==> src/rtl/udp_tx_sched.sv <==
`timescale 1ns/1ps
// Transmit scheduler for the single UDP tx channel: round-robin arbitration between
// the data FIFO and the command-reply FIFO, MAC handshake, and length-exact byte streaming.
module udp_tx_sched #(
  parameter logic [11:0] MAX_LEN  = 12'd1472,
  parameter logic [15:0] TOUT_CYC = 16'd50000
) (
  input  logic        clk,
  input  logic        rst_n,
  input  logic        fs_data,
  input  logic [11:0] data_len,
  output logic        fd_data,
  output logic        fifod_rxen,
  input  logic [7:0]  fifod_rxd,
  input  logic        fs_cmd,
  input  logic [11:0] cmd_len,
  output logic        fd_cmd,
  output logic        fifoc_rxen,
  input  logic [7:0]  fifoc_rxd,
  input  logic        flag_udp_tx_prep,
  output logic        fs_udp_tx,
  output logic [11:0] udp_tx_len,
  input  logic        flag_udp_tx_req,
  output logic        udp_txen,
  output logic [7:0]  udp_txd,
  input  logic        fd_udp_tx,
  output logic        busy,
  output logic        err_len,
  output logic        err_tout
);

  typedef enum logic [2:0] {IDLE, CHECK, START, READ, WAIT_DONE, DONE, ERR} state_t;

  state_t      state;
  logic        grant_cmd;
  logic        ptr_cmd;
  logic        armed_data;
  logic        armed_cmd;
  logic [11:0] len_r;
  logic [11:0] byte_cnt;
  logic [15:0] tout_cnt;

  logic pend_data;
  logic pend_cmd;
  logic pick_cmd;
  logic tout_hit;

  // A held fs must be released before its channel can be granted again.
  assign pend_data = fs_data & armed_data;
  assign pend_cmd  = fs_cmd & armed_cmd;
  assign pick_cmd  = pend_cmd & (~pend_data | ptr_cmd);
  assign tout_hit  = (tout_cnt == TOUT_CYC - 16'd1);

  assign udp_txd = udp_txen ? (grant_cmd ? fifoc_rxd : fifod_rxd) : 8'd0;

  always_ff @(posedge clk or negedge rst_n) begin
    if (!rst_n) begin
      state      <= IDLE;
      grant_cmd  <= 1'b0;
      ptr_cmd    <= 1'b1;
      armed_data <= 1'b1;
      armed_cmd  <= 1'b1;
      len_r      <= 12'd0;
      byte_cnt   <= 12'd0;
      tout_cnt   <= 16'd0;
      fd_data    <= 1'b0;
      fd_cmd     <= 1'b0;
      fifod_rxen <= 1'b0;
      fifoc_rxen <= 1'b0;
      fs_udp_tx  <= 1'b0;
      udp_tx_len <= 12'd0;
      udp_txen   <= 1'b0;
      busy       <= 1'b0;
      err_len    <= 1'b0;
      err_tout   <= 1'b0;
    end else begin
      fd_data  <= 1'b0;
      fd_cmd   <= 1'b0;
      err_len  <= 1'b0;
      err_tout <= 1'b0;
      udp_txen <= fifod_rxen | fifoc_rxen;

      if (fd_data)      armed_data <= 1'b0;
      else if (!fs_data) armed_data <= 1'b1;
      if (fd_cmd)       armed_cmd <= 1'b0;
      else if (!fs_cmd) armed_cmd <= 1'b1;

      case (state)
        IDLE: begin
          tout_cnt <= 16'd0;
          byte_cnt <= 12'd0;
          if ((pend_data | pend_cmd) && flag_udp_tx_prep) begin
            grant_cmd <= pick_cmd;
            len_r     <= pick_cmd ? cmd_len : data_len;
            busy      <= 1'b1;
            state     <= CHECK;
          end
        end
        CHECK: begin
          if (len_r == 12'd0 || len_r > MAX_LEN) begin
            err_len <= 1'b1;
            fd_cmd  <= grant_cmd;
            fd_data <= ~grant_cmd;
            state   <= ERR;
          end else begin
            fs_udp_tx  <= 1'b1;
            udp_tx_len <= len_r;
            state      <= START;
          end
        end
        START: begin
          if (flag_udp_tx_req) begin
            tout_cnt   <= 16'd0;
            fifod_rxen <= ~grant_cmd;
            fifoc_rxen <= grant_cmd;
            state      <= READ;
          end else if (tout_hit) begin
            err_tout   <= 1'b1;
            fd_cmd     <= grant_cmd;
            fd_data    <= ~grant_cmd;
            fs_udp_tx  <= 1'b0;
            udp_tx_len <= 12'd0;
            state      <= ERR;
          end else begin
            tout_cnt <= tout_cnt + 16'd1;
          end
        end
        READ: begin
          if (byte_cnt == len_r - 12'd1) begin
            fifod_rxen <= 1'b0;
            fifoc_rxen <= 1'b0;
            state      <= WAIT_DONE;
          end else begin
            byte_cnt <= byte_cnt + 12'd1;
          end
        end
        // A timeout here still counts the burst as consumed from the FIFO.
        WAIT_DONE: begin
          if (fd_udp_tx) begin
            fd_cmd     <= grant_cmd;
            fd_data    <= ~grant_cmd;
            fs_udp_tx  <= 1'b0;
            udp_tx_len <= 12'd0;
            state      <= DONE;
          end else if (tout_hit) begin
            err_tout   <= 1'b1;
            fd_cmd     <= grant_cmd;
            fd_data    <= ~grant_cmd;
            fs_udp_tx  <= 1'b0;
            udp_tx_len <= 12'd0;
            state      <= ERR;
          end else begin
            tout_cnt <= tout_cnt + 16'd1;
          end
        end
        DONE, ERR: begin
          ptr_cmd <= ~ptr_cmd;
          busy    <= 1'b0;
          state   <= IDLE;
        end
        default: state <= IDLE;
      endcase
    end
  end

endmodule

==> config.mk <==
export PLATFORM = sky130hd
export DESIGN_NAME = udp_tx_sched
export DESIGN_NICKNAME = d
export VERILOG_FILES = /design/src/rtl/udp_tx_sched.sv
export SDC_FILE = /design/constraint.sdc
export NUM_CORES = 1
export LEC_CHECK = 0
export CAP_MARGIN = 0
export CORE_MARGIN = 2
export CORE_UTILIZATION = 25
export DETAILED_ROUTE_END_ITERATION = 8
export SYNTH_ARGS = -nofsm -noshare
export SYNTH_HDL_FRONTEND = slang
export SYNTH_SLANG_ARGS = --single-unit
==> constraint.sdc <==
create_clock -name clk -period 3.2 [get_ports clk]
set_input_delay 0.96 -clock clk [delete_from_list [all_inputs] [get_ports clk]]
set_output_delay 0.96 -clock clk [all_outputs]
set_load 0.01 [all_outputs]
==> run metrics <==
Crit path largest cell delay 0.57 ns; top_reg_cell synth dfrtp_1; GRT Residual Overflow 0; routed vias 3402; worst hold endpoint armed_cmd; asr flop ratio synth 100%; post-DR wirelength/cell 13.9 µm; hold_ws 0.394 ns; Total Power 4190 µW; setup_tns 0 ns; Setup CP Type in2out; cell count after synthesis 426; achievable clock frequency 0.319 GHz; die width 129 µm; FILL cells 1551; H-tree levels 3; crit path capture type primary output; Top cell by count, worst path clkdlybuf4s50_1; final worst slack 0.0665 ns; register area share after synthesis 43.9%; clk_skew 0.00667 ns; Routed Antenna Nets 0; Worst slew margin 56.3%; fin. max-slew vios 0; Hold Crit Class reg2reg; Fin. Hold Viols 0; post-route cell area 5170 µm²; clk sinks 68; cell taking the most area after synthesis dfrtp_1; Die Area 16600 µm²; Placed Area 4890 µm²; RePlAce Congestion 0.879; Post-CTS Repair Setup Buffers 0; vias in the first global route 3370; crit path max fanout 1; aggregate routed wire length 9.73 mm; Reg2Reg Depth 9; Worst path top cell family by delay buffers and inverters; total number of yosys warnings 0; number of distinct library cells after synthesis 64; CP bufs+invs 2; vertical die dimension 129 µm; first-pass GRT wire length 16.2 mm; Clock transition at path regs 0.06 ns; Vias/cell 4.87; number of enable flip-flop cells after synthesis 0; pin count of the biggest net entering global routing 44; Hold Path Cell Cnt 1; First-pass DRT Iterations 4; RSZ-0062 raised after global routing no; status finished, final reports clean; slowest cell on the critical path clkdlybuf4s50_1; Worst R2R Setup Slack 0.27 ns; synthesized area per cell 9.12 µm²; Diodes inserted 0; TritonCTS clock tree done; layout cells sized above 1 9.39%; post-synth top area share 41.9%; Worst EP arrival 2.17 ns; Initial Util 25.6%; syn nets 476; worst hold start fd_cmd; clock latency on the worst-skew pair 0.33 ns; DRC viols 0; pre-CTS setup slack 0.0506 ns; # hold bufs at CTS 0; CP startpoint kind primary input; Slew @ Worst Pin 0.650 ns; Yosys reg bits 68; # IOs 76; leakage power total 0.00219 µW; initial antenna violation count 0; Max Buffers Root-to-Sink 2; FF-to-FF Start len_r[0]; Syn Std Cell Area 3890 µm²; Max IR drop VDD 0.404 mV; total track usage 12.2%; Pwr Density 810 nW/µm²; Port Buffers 75; crit-path cells clkdlybuf4s50_1 -> mux2i_1 -> nor2b_1 -> clkdlybuf4s50_1; MaxCap Viol Count 0; Synth area leaders dfrtp_1 42%, mux2i_1 6.7%, nand2_1 5.5%, xor2_1 4.3%, o21ai_0 4.2%; clock root buffer clkbuf_16; Num CTS Buffers 9; starting DRC count in detailed routing 200; Critical R2R Capture state[1]; Final Cycle Share 97.9%; # nets final 556; Layout area overhead 33.0%; Req. time, crit path 2.24 ns; setup violators final 0; Rows 45; post-layout minimum cycle time 3.13 ns; Core Box Area 15200 µm²; hpwl dp 7.20 mm
## worst register-to-register path: stages (launching register included)
cell	delay, ns
dfrtp_1	0.35
inv_1	0.05
ha_1	0.20
or4b_2	0.63
o311ai_1	0.27
o2111ai_1	0.17
a211oi_1	0.41
and3_2	0.43
nand2_2	0.09
a31o_1	0.23
## state kept, by name, indices dropped and copies added, names as in the netlist
signal,cells
fd_data,1
busy,1
fd_cmd,1
len_r,12
tout_cnt,16
armed_cmd,1
byte_cnt,12
fifod_rxen,1
udp_txen,1
fifoc_rxen,1
armed_data,1
ptr_cmd,1
err_len,1
err_tout,1
udp_tx_len,12
state,3
grant_cmd,1
fs_udp_tx,1
## routing by layer
metal	vias to the layer above	wire [µm]	global-route usage, %
li1	1667	-	-
met5	-	0	0
met1	1630	4420	15.5
met3	11	487	3.45
met2	94	4710	20.4
met4	0	108	3.84
## final cells by class
cell class	instances	area, µm²	area share, %
tap	188	235	4.55
sequential	68	1710	33.0
timing repair buffer	90	873	16.9
inverter	16	60.1	1.16
clock inverter	4	25.0	0.484
clock buffer	12	246	4.77
multi-input combinational	321	2020	39.1
## power by group
part / internal (µW) / total, µW / switching [µW] / leakage [µW]
Clock: 543 / 900 / 357 / 0.000129
Sequential: 1110 / 1450 / 338 / 0.000883
Combinational: 903 / 1840 / 936 / 0.00118
## cell usage in the layout, fill, tap and decap left out, types with 4 or more instances in the layout
cell type        synthesis  routed
nand2_1                 57      57
a31oi_1                  5       5
o21ai_1                  4       4
mux2i_1                 26      26
a21oi_1                 17      17
nor3_1                   9       9
and3_1                   9       9
xor2_1                  19      19
o21ai_0                 33      33
nor2_1                  30      30
nand4_1                 10      10
xnor2_1                 10      10
buf_4                    2      14
dfrtp_1                 65      65
nand3_1                 15      15
or3_1                    9       9
clkdlybuf4s50_1          0      73
inv_1                   16      16
nor2b_1                  9       9
clkbuf_16                0       9
## worst max-delay path by stage
| stage | from | endpoint | slack (ns) | cells after the start |
|---|---|---|---|---|
| floorplan | len_r[1] | state[1] | 0.35 | 11 |
| global placement | fifoc_rxd[1] | udp_txd[1] | 0.08 | 4 |
| detailed placement | fifoc_rxd[0] | udp_txd[0] | 0.05 | 4 |
| CTS | fifoc_rxd[0] | udp_txd[0] | 0.05 | 4 |
| global route | fifod_rxd[1] | udp_txd[1] | 0.01 | 4 |
| finish | fifoc_rxd[5] | udp_txd[5] | 0.07 | 4 |
## kinds of logic after synthesis
family	Yosys count	share of synthesized area (%)
flip-flops	68	43.9
buffers and inverters	37	4.19
XOR/XNOR	29	6.54
AO/OA/AOI/OAI	90	14.9
adder cells (fa/ha/maj)	3	0.966
multiplexers	27	6.99
AND/OR/NAND/NOR	172	22.5
## stage by stage
| stage | util (%) | std cells |
|---|---|---|
| floorplan | - | 426 |
| global placement | 32.2 | 683 |
| detailed placement | 32.2 | 683 |
| CTS | 34.0 | 699 |
| global route | 34.0 | 699 |
| finish | 34.0 | 699 |
## repair_timing
item / CTS / global route
hold endpoints to repair: 0 / 0
setup endpoints to repair: 0 / 1
resized for setup: 0 / 1
## synthesized netlist by cell type, types with 3 or more instances
library cell and count:
a21oi_1 17, or3_1 9, clkbuf_1 16, nand2_1 57, nand4_1 10, and3_1 9, xor2_1 19, nor3_1 9
dfrtp_1 65, nor4b_1 3, nor2_1 30, o21ai_1 4, nand2b_1 3, mux2i_1 26, nand3_1 15, dfstp_2 3
a211oi_1 3, a31oi_1 5, xnor2_1 10, ha_1 3, nor2b_1 9, inv_1 16, o21ai_0 33
Note: power is estimated with default switching activity, not from simulation.
